===== src/rtl/temp_pkg.sv =====
// temp_pkg: shared state encoding, widths and scaling helpers
// for the temperature ADC sampler.
package temp_pkg;

  localparam int RAW_W = 8;
  localparam int DATA_W = 32;
  localparam int DEF_SCALE_MUL = 100;
  localparam int DEF_SCALE_SHIFT = 8;

  typedef enum logic [2:0] {
    IDLE,
    START,
    WAIT_EOC,
    SETTLE,
    CAPTURE
  } state_t;

  function automatic int max3(int a, int b, int c);
    int m;
    m = (a > b) ? a : b;
    return (m > c) ? m : c;
  endfunction

  // 8x8 unsigned multiply, then truncating right shift
  function automatic logic [2*RAW_W-1:0] scale(
    logic [RAW_W-1:0] code,
    logic [RAW_W-1:0] mul,
    int shift
  );
    logic [2*RAW_W-1:0] p;
    p = {{RAW_W{1'b0}}, code} * {{RAW_W{1'b0}}, mul};
    return p >> shift;
  endfunction

endpackage


===== src/rtl/sync_edge_detect.sv =====
// sync_edge_detect: 2-FF synchronizer with a rising-edge
// detector for an asynchronous single-bit input.
module sync_edge_detect (
  input  logic i_clk,
  input  logic i_rst,
  input  logic i_async,
  output logic o_rise
);

  logic r_meta;
  logic r_sync;
  logic r_sync_d;

  always_ff @(posedge i_clk or posedge i_rst) begin
    if (i_rst) begin
      r_meta   <= 1'b0;
      r_sync   <= 1'b0;
      r_sync_d <= 1'b0;
    end else begin
      r_meta   <= i_async;
      r_sync   <= r_meta;
      r_sync_d <= r_sync;
    end
  end

  assign o_rise = r_sync & ~r_sync_d;

endmodule


===== src/rtl/temp_sensor_sampler.sv =====
// temp_sensor_sampler: drives the parallel temperature ADC, captures
// each conversion and publishes it scaled to whole degrees C.
module temp_sensor_sampler
  import temp_pkg::*;
#(
  parameter int CLK_DIV        = 50,
  parameter int SAMPLE_PERIOD  = 1000000,
  parameter int START_CYCLES   = 4,
  parameter int SETTLE_CYCLES  = 2,
  parameter int TIMEOUT_CYCLES = 100000,
  parameter int SCALE_MUL      = DEF_SCALE_MUL,
  parameter int SCALE_SHIFT    = DEF_SCALE_SHIFT
) (
  input  logic              clock,
  input  logic              reset,
  input  logic              in0,
  input  logic              in1,
  input  logic              in2,
  input  logic              in3,
  input  logic              in4,
  input  logic              in5,
  input  logic              in6,
  input  logic              in7,
  input  logic              clkin,
  output logic              clkout,
  output logic              outSignal,
  output logic [DATA_W-1:0] data_out,
  output logic              data_valid,
  output logic              timeout_err
);

  localparam int DIV_W = $clog2(CLK_DIV + 1);
  localparam int PER_W = $clog2(SAMPLE_PERIOD + 1);
  localparam int CYC_W = $clog2(
    max3(START_CYCLES, SETTLE_CYCLES, TIMEOUT_CYCLES) + 1);

  localparam logic [DIV_W-1:0] DIV_LAST = DIV_W'(CLK_DIV - 1);
  localparam logic [PER_W-1:0] PER_LAST = PER_W'(SAMPLE_PERIOD - 1);
  localparam logic [CYC_W-1:0] START_LAST = CYC_W'(START_CYCLES - 1);
  localparam logic [CYC_W-1:0] SETTLE_LAST = CYC_W'(SETTLE_CYCLES - 1);
  localparam logic [CYC_W-1:0] TMO_LAST = CYC_W'(TIMEOUT_CYCLES - 1);

  logic [DIV_W-1:0]    r_div_cnt;
  logic                r_clkout;
  logic [PER_W-1:0]    r_per_cnt;
  state_t              r_state;
  state_t              w_state_nx;
  logic [CYC_W-1:0]    r_cyc;
  logic [CYC_W-1:0]    w_cyc_nx;
  logic [DATA_W-1:0]   r_data;
  logic                r_valid;
  logic                r_tmo;
  logic                w_start_tick;
  logic                w_eoc_rise;
  logic                w_capture;
  logic                w_timeout;
  logic [RAW_W-1:0]    w_code;
  logic [2*RAW_W-1:0]  w_result;

  sync_edge_detect u_eoc_sync (
    .i_clk   (clock),
    .i_rst   (reset),
    .i_async (clkin),
    .o_rise  (w_eoc_rise)
  );

  always_ff @(posedge clock or posedge reset) begin
    if (reset) begin
      r_div_cnt <= '0;
      r_clkout  <= 1'b0;
    end else if (r_div_cnt == DIV_LAST) begin
      r_div_cnt <= '0;
      r_clkout  <= ~r_clkout;
    end else begin
      r_div_cnt <= r_div_cnt + DIV_W'(1);
    end
  end

  always_ff @(posedge clock or posedge reset) begin
    if (reset) begin
      r_per_cnt <= '0;
    end else if (w_start_tick) begin
      r_per_cnt <= '0;
    end else begin
      r_per_cnt <= r_per_cnt + PER_W'(1);
    end
  end

  assign w_start_tick = (r_per_cnt == PER_LAST);

  always_ff @(posedge clock or posedge reset) begin
    if (reset) begin
      r_state <= IDLE;
      r_cyc   <= '0;
    end else begin
      r_state <= w_state_nx;
      r_cyc   <= w_cyc_nx;
    end
  end

  // eoc_rise is tested before the timeout so a coincident edge wins
  always_comb begin
    w_state_nx = r_state;
    w_cyc_nx   = r_cyc;
    w_capture  = 1'b0;
    w_timeout  = 1'b0;
    unique case (r_state)
      IDLE: begin
        if (w_start_tick) begin
          w_state_nx = START;
          w_cyc_nx   = '0;
        end
      end
      START: begin
        if (r_cyc == START_LAST) begin
          w_state_nx = WAIT_EOC;
          w_cyc_nx   = '0;
        end else begin
          w_cyc_nx = r_cyc + CYC_W'(1);
        end
      end
      WAIT_EOC: begin
        if (w_eoc_rise) begin
          w_state_nx = SETTLE;
          w_cyc_nx   = '0;
        end else if (r_cyc == TMO_LAST) begin
          w_state_nx = IDLE;
          w_cyc_nx   = '0;
          w_timeout  = 1'b1;
        end else begin
          w_cyc_nx = r_cyc + CYC_W'(1);
        end
      end
      SETTLE: begin
        if (r_cyc == SETTLE_LAST) begin
          w_state_nx = CAPTURE;
          w_cyc_nx   = '0;
        end else begin
          w_cyc_nx = r_cyc + CYC_W'(1);
        end
      end
      CAPTURE: begin
        w_capture  = 1'b1;
        w_state_nx = IDLE;
      end
      default: begin
        w_state_nx = IDLE;
        w_cyc_nx   = '0;
      end
    endcase
  end

  assign w_code = {in7, in6, in5, in4, in3, in2, in1, in0};
  assign w_result = scale(w_code, RAW_W'(SCALE_MUL), SCALE_SHIFT);

  always_ff @(posedge clock or posedge reset) begin
    if (reset) begin
      r_data  <= '0;
      r_valid <= 1'b0;
      r_tmo   <= 1'b0;
    end else begin
      r_valid <= w_capture;
      if (w_capture) begin
        r_data <= DATA_W'(w_result);
        r_tmo  <= 1'b0;
      end else if (w_timeout) begin
        r_tmo <= 1'b1;
      end
    end
  end

  assign clkout      = r_clkout;
  assign outSignal   = (r_state == START);
  assign data_out    = r_data;
  assign data_valid  = r_valid;
  assign timeout_err = r_tmo;

endmodule


===== config.mk =====
export PLATFORM = sky130hd
export DESIGN_NAME = temp_sensor_sampler
export DESIGN_NICKNAME = d
export VERILOG_FILES = /design/src/rtl/temp_pkg.sv /design/src/rtl/sync_edge_detect.sv /design/src/rtl/temp_sensor_sampler.sv
export SDC_FILE = /design/constraint.sdc
export NUM_CORES = 1
export LEC_CHECK = 0
export ABC_CLOCK_PERIOD_IN_PS = 2400
export CAP_MARGIN = 20
export CORE_UTILIZATION = 25
export CTS_CLUSTER_SIZE = 20
export DETAILED_ROUTE_END_ITERATION = 8
export HOLD_SLACK_MARGIN = 0.03
export PLACE_DENSITY_LB_ADDON = 0.25
export SYNTH_ARGS = -nofsm -noshare
export SYNTH_HDL_FRONTEND = slang
export SYNTH_HIERARCHICAL = 1
export SYNTH_SLANG_ARGS = --single-unit

===== constraint.sdc =====
create_clock -name clock -period 2.4 [get_ports clock]
set_input_delay 0.48 -clock clock [delete_from_list [all_inputs] [get_ports clock]]
set_output_delay 0.48 -clock clock [all_outputs]
set_load 0.02 [all_outputs]

== After elaboration in Yosys (flattened, before gate mapping) ==
Cells that the tools add are included.
Storage, ports and cells
  register bits after elaboration: 59
  word-level logic and storage cells: 56
Cells by class
  add/subtract/negate cells: 3
  $mul: 1
  equality and inequality tests: 13
  multiplexer cells: 20
  bitwise gates (word level): 4
  reductions and logical operators: 4
Operators with widths (count)
  2-to-1 mux 17 bit: 5
  one-hot mux 17 bit (5 select lines): 1
  adder 20 x 1 -> 20 bit, second input constant: 1
  equality test 20 bit, second input constant: 1
  2-to-1 mux 20 bit: 1
  adder 17 x 1 -> 17 bit, second input constant: 1
  equality test 17 x 1 -> 1 bit, second input constant: 1
  equality test 17 bit, second input constant: 1
  equality test 17 x 2 -> 1 bit, second input constant: 1
  2-to-1 mux 3 bit: 5
  multiplier 8 x 5 -> 13 bit, second input constant: 1
  one-hot mux 3 bit (4 select lines): 1
  adder 6 x 1 -> 6 bit, second input constant: 1
  equality test 3 x 2 -> 1 bit, second input constant: 2
  equality test 6 bit, second input constant: 1
  2-to-1 mux 1 bit: 6
  2-to-1 mux 6 bit: 1
  inequality test 2 bit, second input constant: 2
  AND reduction 4 bit: 1
  equality test 3 x 1 -> 1 bit, second input constant: 1
  equality test 3 bit, second input constant: 1
  zero test 3 bit: 1
  inequality test 3 x 2 -> 1 bit, second input constant: 1
  inverter 1 bit: 3
  4 further kinds: 4

== Depth between registers and ports, before layout ==
Gate-level depths: netlist (run 1).
  depth after elaboration: 6
  depth in mapped cells: 11

== Cells and area by module ==
Netlist (run 1), hierarchy kept.
Modules (own cells, without submodules)
  temp_sensor_sampler: times used 1, cells an instance 383, area each 3548.4 um^2, sequential area each 1401.3 um^2
  sync_edge_detect: times used 1, cells an instance 5, area each 92.6 um^2, sequential area each 75.1 um^2

== Worst setup path after synthesis (run 1) ==
No wires, ideal clock.
  path type: in2reg
  start point: input in3
  end point: register r_data[6], in the netlist data_out[6]
  setup time: 0.086 ns
  data arrival time: 2.859 ns
  path slack: -0.545 ns
  stages on the path: 11
  buffers on the path: 0
  cell sequence: ha_1 ha_1 inv_1 fa_1 inv_1 ha_1 nor2_1 a211oi_1 a211oi_1 and3_1 nor3_1
On the way
  longest elaborated chain between the ends: 1
RTL lines
  start: declaration: line temp_sensor_sampler.sv:19  | input logic in3,
  multiplier 8 x 5 -> 13 bit: line temp_pkg.sv:31  | p = {{RAW_W{1'b0}}, code} * {{RAW_W{1'b0}}, mul};
  end signal: assignment: line temp_sensor_sampler.sv:164  | r_data <= DATA_W'(w_result);
  end: declaration: line temp_sensor_sampler.sv:50  | logic [DATA_W-1:0] r_data;
Every way passes these cells.
A chain may end at the register's enable or synchronous reset.

== Final worst setup path (run 1) ==
  start point: input in4
  end point: register r_data[5], in the netlist data_out[5]
On the way
  longest elaborated chain between the ends: 1
RTL lines
  start: declaration: line temp_sensor_sampler.sv:20  | input logic in4,
  multiplier 8 x 5 -> 13 bit: line temp_pkg.sv:31
Every way passes these cells.

==> results.md, run 1 <==
* Commonest non-fill, non-tap cells in the layout: dfrtp_1 (59), buf_4 (37), nand2_1 (33), nor2_1 (33), conb_1 (25)
* # fillers at 1420
* Final period util at 102%
* Post-DP HPWL at 5.74 mm
* Synth Cell Area at 3640 um^2
* Port-buffer cells at 21
* Gate Count Post-Synth at 388
* M1 WL at 3.74 mm
* Area grow syn2layout at 32.1%
* Critical path class: in -> reg
* Max IR drop VDD at 0.247 mV
* Inserted Clock Buffers at 9
* Gate power share at 17.3%
* Routed wl met3 at 233 um
* Critical R2R Launch: r_per_cnt[15]
* Post-CTS Hold Fix Bufs at 0
* Reg clk slew, reported paths at 50 ps
* Ant diodes at 0
* # rows at 43
* Core area at 14000 um^2
* Final WS setup at -45.0 ps
* Wire length of the first global-routing pass at 13.8 mm
* Drt pass-1 iters at 4
* Sequential cell area at 1480 um^2
* Violated checks: setup timing
* Pin count of the biggest net entering global routing at 57
* Final hold violations at 0
* Root Driver: clkbuf_16
* Max Cap Viol at 0
* Crit. End Element: register
* Min Hold Slack at 345 ps
* WL met2 at 3.83 mm
* Clock Tree Buf Depth at 2
* Startpoint types: input port
* Arrival time worst endpoint at 2630 ps
* CP required at 2580 ps
* Power per cell area at 607 nW/um^2
* Share of cells above drive strength 1 at 20.7%
* Post-synth top flop: dfrtp_1
* GRT Residual Overflow at 0
* Synth Warn # at 6
* Max_slew headroom at 62.3%
* Io pins at 47
* Clock share of power at 48.3%
* Initial drt markers at 165
* DRC errors left at 0
* CP max FO at 3
* Setup WS pre-CTS at -905 ps
* Die extent in x at 123 um
* Sw frac at 23.9%
* Sequential area share after synthesis at 40.5%
* Int Power at 2.22 mW
* Die Span Y at 123 um
* Worst setup path start: in4
* DR WL/cell at 12.5 um
* Total global-route track usage at 11.7%
* Commonest non-fill, non-tap cell in the layout: dfrtp_1
* Final core utilization at 34.3%
* Final clock skew at 7.08 ps
* Vias per inst at 4.60
* Total wire length at 7.90 mm
* Achievable clock frequency at 0.409 GHz
* Post-CTS Setup Inserts at 0
* Die area at 15100 um^2
* Number of distinct library cells after synthesis at 51
* Flop pwr share at 34.4%
* CTS tree: done
* Synthesized area per cell at 9.38 um^2
* Worst Hold Class: reg -> reg
* LEAKAGE at 2.07 nW
* RSZ-0062 raised after global routing: yes
* Starting density of the core at 25.9%
* Slew Viols, Final at 0
* Vias at 2917
* Nets at 494
* Status: finished with violations
* Hold Startpoint: u_eoc_sync/r_meta
* Antenna-violating nets left at 0
* Sw Pwr at 698 uW
* Worst Max-Slew Pin Slew at 566 ps
* CTS HTree Levels at 3
* Async set-or-reset flop fraction in the synthesized netlist at 100%
* Flop and latch count out of synthesis at 59
* Uppermost routed layer: met4
* Tmin final at 2440 ps
* Initial antenna violation count at 0
* RePlAce Congestion at 0.726
* Final setup viols at 3
* Clk sinks at 59
* Worst-Skew Late Latency at 320 ps
* Vias in the first global route at 2975
* Multi-input logic area at 2190 um^2
* Number of synthesized flops with an enable pin at 0
## worst paths after layout
path | end | slack [ps] | cells after the start
setup / recovery | data_out[5] | -40 | 12
hold / removal | u_eoc_sync/r_sync | 350 | 0
setup reg to reg | r_cyc[9] | 100 | 5
hold reg to reg | u_eoc_sync/r_sync | 350 | 0
max in group asynchronous | r_cyc[7] | 1580 | 3
min in group asynchronous | u_eoc_sync/r_sync_d | 380 | 2
## power groups by stage
stage | sequential [mW] | clock [mW] | combinational, mW
finish | 1.00 | 1.41 | 0.504
global route | 1.00 | 1.50 | 0.557
floorplan | 1.02 | 0 | 0.297
global placement | 1.02 | 0 | 0.411
CTS | 1.00 | 1.45 | 0.494
detailed placement | 1.02 | 0 | 0.418
## Yosys cell counts (all sizes together) (2+ instances only)
master	n	area, um^2
inv	24	90.1
buf	27	204
clkbuf	6	22.5
or4	9	71.3
and3	4	25.0
nor2	34	128
a21oi	17	88.8
nand4	8	50.1
o21bai	2	15.0
xnor2	11	96.3
nor3	13	70.1
a211o	2	17.5
o21ai	19	95.1
nor2b	5	38.8
xor2	15	131
o31ai	8	60.1
nor4	3	18.8
a211oi	5	37.5
nand3	19	95.1
dfrtp	59	1480
and4	3	28.8
a22oi	3	22.5
o22ai	2	12.5
fa	2	40.0
ha	32	400
o2111ai	2	17.5
or3	4	25.0
nand2	34	128
## per-layer routing
metal  vias up  GRT usage (%)
met5         -              0
met4         0           4.04
met3        12           3.02
met2        49           19.6
met1      1413           14.6
li1       1443              -
## logic make-up (layout without fill, tap and decap cells)
logic type	count (synthesis)	count (layout)	share of synthesized area, %
AND/OR/NAND/NOR	144	144	20.4
AO/OA/AOI/OAI	66	66	11.5
flip-flops	59	59	40.5
buffers and inverters	57	99	8.69
adder cells (fa/ha/maj)	34	34	12.1
XOR/XNOR	26	26	6.25
other	1	25	0.103
multiplexers	1	1	0.309
## timing repair
item | CTS | global route
hold endpoints to repair | 0 | 0
resized for setup | 40 | 5
pin swaps | 12 | 11
endpoints found under the setup margin | 7 | 15
## final cells by class
class / count / area share, %
Multi-Input combinational cell: 296 / 45.6
Sequential cell: 59 / 30.7
Timing Repair Buffer: 59 / 10.3
Clock buffer: 12 / 5.33
Tap cell: 180 / 4.68
Inverter: 24 / 1.87
Clock inverter: 4 / 1.51
## flip-flops by register name, indices dropped and copies added, names as in the netlist
name / count
r_per_cnt: 20
timeout_err: 1
r_state: 3
r_cyc: 17
r_div_cnt: 6
clkout: 1
u_eoc_sync/r_sync_d: 1
u_eoc_sync/r_sync: 1
u_eoc_sync/r_meta: 1
data_out: 7
data_valid: 1
## worst max-delay path, cell delays in order
cell and delay [ps]:
buf_6 100, ha_4 230, ha_4 250, inv_2 30
fa_1 510, inv_2 50, ha_4 180, nor3_4 190
a211oi_4 80, a211oi_4 260, xor2_1 180, o21ai_1 80
## stage by stage
stage                     area, um^2  setup TNS (ps)  total power [mW]  cells
after floorplan                 3840            -624              1.32    412
after CTS                       4780            -201              2.95    634
after detailed placement        4340           -5630              1.44    618
after global routing            4810            -851              3.06    634
final                           4810            -112              2.92    634
after global placement          4340           -5440              1.43    618
No activity file was read; power rests on OpenSTA's default activity.
==> run 2, diff against run 1 <==
--- a/config.mk
+++ b/config.mk
@@ -5,7 +5,7 @@
 export SDC_FILE = /design/constraint.sdc
 export NUM_CORES = 1
 export LEC_CHECK = 0
-export ABC_CLOCK_PERIOD_IN_PS = 2400
+export ABC_CLOCK_PERIOD_IN_PS = 3000
 export CAP_MARGIN = 20
 export CORE_UTILIZATION = 25
 export CTS_CLUSTER_SIZE = 20
==> constraint.sdc (replaced) <==
create_clock -name clock -period 3 [get_ports clock]
set_input_delay 0.6 -clock clock [delete_from_list [all_inputs] [get_ports clock]]
set_output_delay 0.6 -clock clock [all_outputs]
set_load 0.02 [all_outputs]
==> run 2 against run 1 <==
  * The run now ends clean
  * Register-to-register slack gained 410 ps
  * Power shrank 25%
  * Sequential share of layout area grew 1.8 points
  * Clock power shrank 25%
  * Via count shrank 5.1%
  * Sequential power shrank 20%
  * Setup slack gained 150 ps
  * Non-clock buffer count shrank 16
  * Utilization shrank 1.9 points
  * Largest power group unchanged
==> results.md, run 2 (synthesis results as in run 1) <==
* Final clock skew at 5.30 ps
* Die extent in x at 123 um
* Worst-Skew Late Latency at 330 ps
* Share of cells above drive strength 1 at 13.9%
* Crit. End Element: register
* Starting density of the core at 25.9%
* Crit-path most repeated cell: ha_1
* Initial drt markers at 121
* Final period util at 96.5%
* Post-Layout Cell Count at 618
* Total wire length at 7.36 mm
* CP required at 3180 ps
* Post-Place Cells at 601
* Commonest non-fill, non-tap cells in the layout: dfrtp_1 (59), nand2_1 (34), nor2_1 (34)
* RePlAce Congestion at 0.764
* Core area at 14000 um^2
* Nets at 478
* Max IR drop VDD at 0.258 mV
* Worst Max-Slew Pin Slew at 855 ps
* Placed inst area at 4120 um^2
* Drt pass-1 iters at 4
* Slew Viols, Final at 0
* Vias at 2769
* Die Span Y at 123 um
* Wire length of the first global-routing pass at 12.7 mm
* Clock Tree Buf Depth at 2
* Critical path class: in -> reg
* Status: finished, final reports clean
* LEAKAGE at 1.99 nW
* Final setup viols at 0
* Vias in the first global route at 2730
* # rows at 43
* Ant diodes at 0
* DR WL/cell at 11.9 um
* Clk sinks at 59
* Post-DP HPWL at 5.39 mm
* PnR Total Power at 2.19 mW
* Max FFs per register at 20
* Inserted Clock Buffers at 9
* CP peak stage delay at 460 ps
* Antenna-violating nets left at 0
* CP max FO at 3
* Commonest non-fill, non-tap cell in the layout: dfrtp_1
* Tmin final at 2900 ps
* Reg clk slew, reported paths at 50 ps
* DRC errors left at 0
* Arrival time worst endpoint at 3080 ps
* Io pins at 47
* Vias per inst at 4.48
* Pin count of the biggest net entering global routing at 45
* Final core utilization at 32.3%
* Max_slew headroom at 43.0%
* Slowest CP cell: clkdlybuf4s50_1
* RSZ-0062 raised after global routing: yes
* Power per cell area at 483 nW/um^2
* Initial antenna violation count at 0
* Final hold violations at 0
* Worst Hold Class: reg -> reg
* Root Driver: clkbuf_16
* Area grow syn2layout at 24.7%
* Total global-route track usage at 10.9%
* Crit path cell chain: clkdlybuf4s50_1 > ha_1 > ha_1 > ha_1 > ha_1 > and3_1 > a211oi_1 > buf_4 > xor2_1 > o21ai_0
* # fillers at 1436
* Port-buffer cells at 21
* CTS tree: done
* Startpoint types: input port
* Top reg by flops: r_per_cnt
* CTS HTree Levels at 3
* Max Cap Viol at 0
* GRT Residual Overflow at 0
* Post-CTS Hold Fix Bufs at 0
* Design Area, Final at 4540 um^2
* Achievable clock frequency at 0.345 GHz
* Die area at 15100 um^2
==> run 2: changes by cell type in the layout (fill, tap and decap cells not counted), moves of 3 or more <==
cell | before | now
buf_4 | 37 | 21
ha_1 | 17 | 24
ha_4 | 14 | 7
clkdlybuf4s50_1 | 13 | 17
inv_1 | 20 | 23
inv_2 | 4 | 1
==> run 2: path summary, 6_finish.rpt <==
| kind | from | cells after the start | endpoint | slack (ps) |
|---|---|---|---|---|
| hold reg to reg | u_eoc_sync/r_meta | 0 | u_eoc_sync/r_sync | 350 |
| setup reg to reg | r_per_cnt[0] | 6 | r_cyc[12] | 510 |
| hold / removal | u_eoc_sync/r_meta | 0 | u_eoc_sync/r_sync | 350 |
| min in group asynchronous | reset | 2 | u_eoc_sync/r_sync | 490 |
| setup / recovery | in5 | 10 | data_out[5] | 100 |
| max in group asynchronous | reset | 3 | r_per_cnt[19] | 1900 |
==> run 2: repair_timing <==
item | CTS | global route
gates resized for setup | 9 | 10
buffers inserted | 1 | 0
pin swaps | 9 | 4
endpoints found under the setup margin | 5 | 5
==> run 2: metrics by stage <==
| step | TNS (ps) | hold WS (ps) | setup WS (ps) |
|---|---|---|---|
| finish | 0 | 350 | 104 |
| global route | -22.5 | 357 | -22.5 |
| CTS | 0 | 351 | 7.05 |
| detailed placement | -2940 | 340 | -610 |
| global placement | -2660 | 333 | -554 |
| floorplan | 0 | 331 | 48.2 |
==> run 2: critical path: cells and delay by family <==
family,cells,cell delay (ps)
adder cells (fa/ha/maj),4,1230
XOR/XNOR,1,140
AO/OA/AOI/OAI,2,290
buffers and inverters,2,620
AND/OR/NAND/NOR,1,210
==> run 2: layer usage <==
metal	vias up	global-route usage [%]	wire, um	part of all wire [%]
met5	-	0	0	0
met4	0	3.43	85	1.2
met3	10	3.07	244	3.3
met2	37	17.2	3520	48
met1	1300	14.2	3510	48
li1	1422	-	-	-
==> run 2: final cells by class <==
| class | count | area [um^2] | share of cell area (%) |
|---|---|---|---|
| clock buffer | 12 | 267 | 5.87 |
| clock inverter | 4 | 47.5 | 1.05 |
| inverter | 24 | 90.1 | 1.98 |
| multi-input combinational | 296 | 2050 | 45.2 |
| sequential | 59 | 1480 | 32.5 |
| tap | 180 | 225 | 4.96 |
| timing repair buffer | 43 | 383 | 8.43 |
==> run 2: power breakdown <==
group / switching (mW) / internal, mW / leakage (nW) / total, mW
sequential: 0.00281 / 0.801 / 0.756 / 0.804
combinational: 0.165 / 0.166 / 1.08 / 0.331
clock: 0.351 / 0.707 / 0.155 / 1.06
total: 0.519 / 1.67 / 1.99 / 2.19
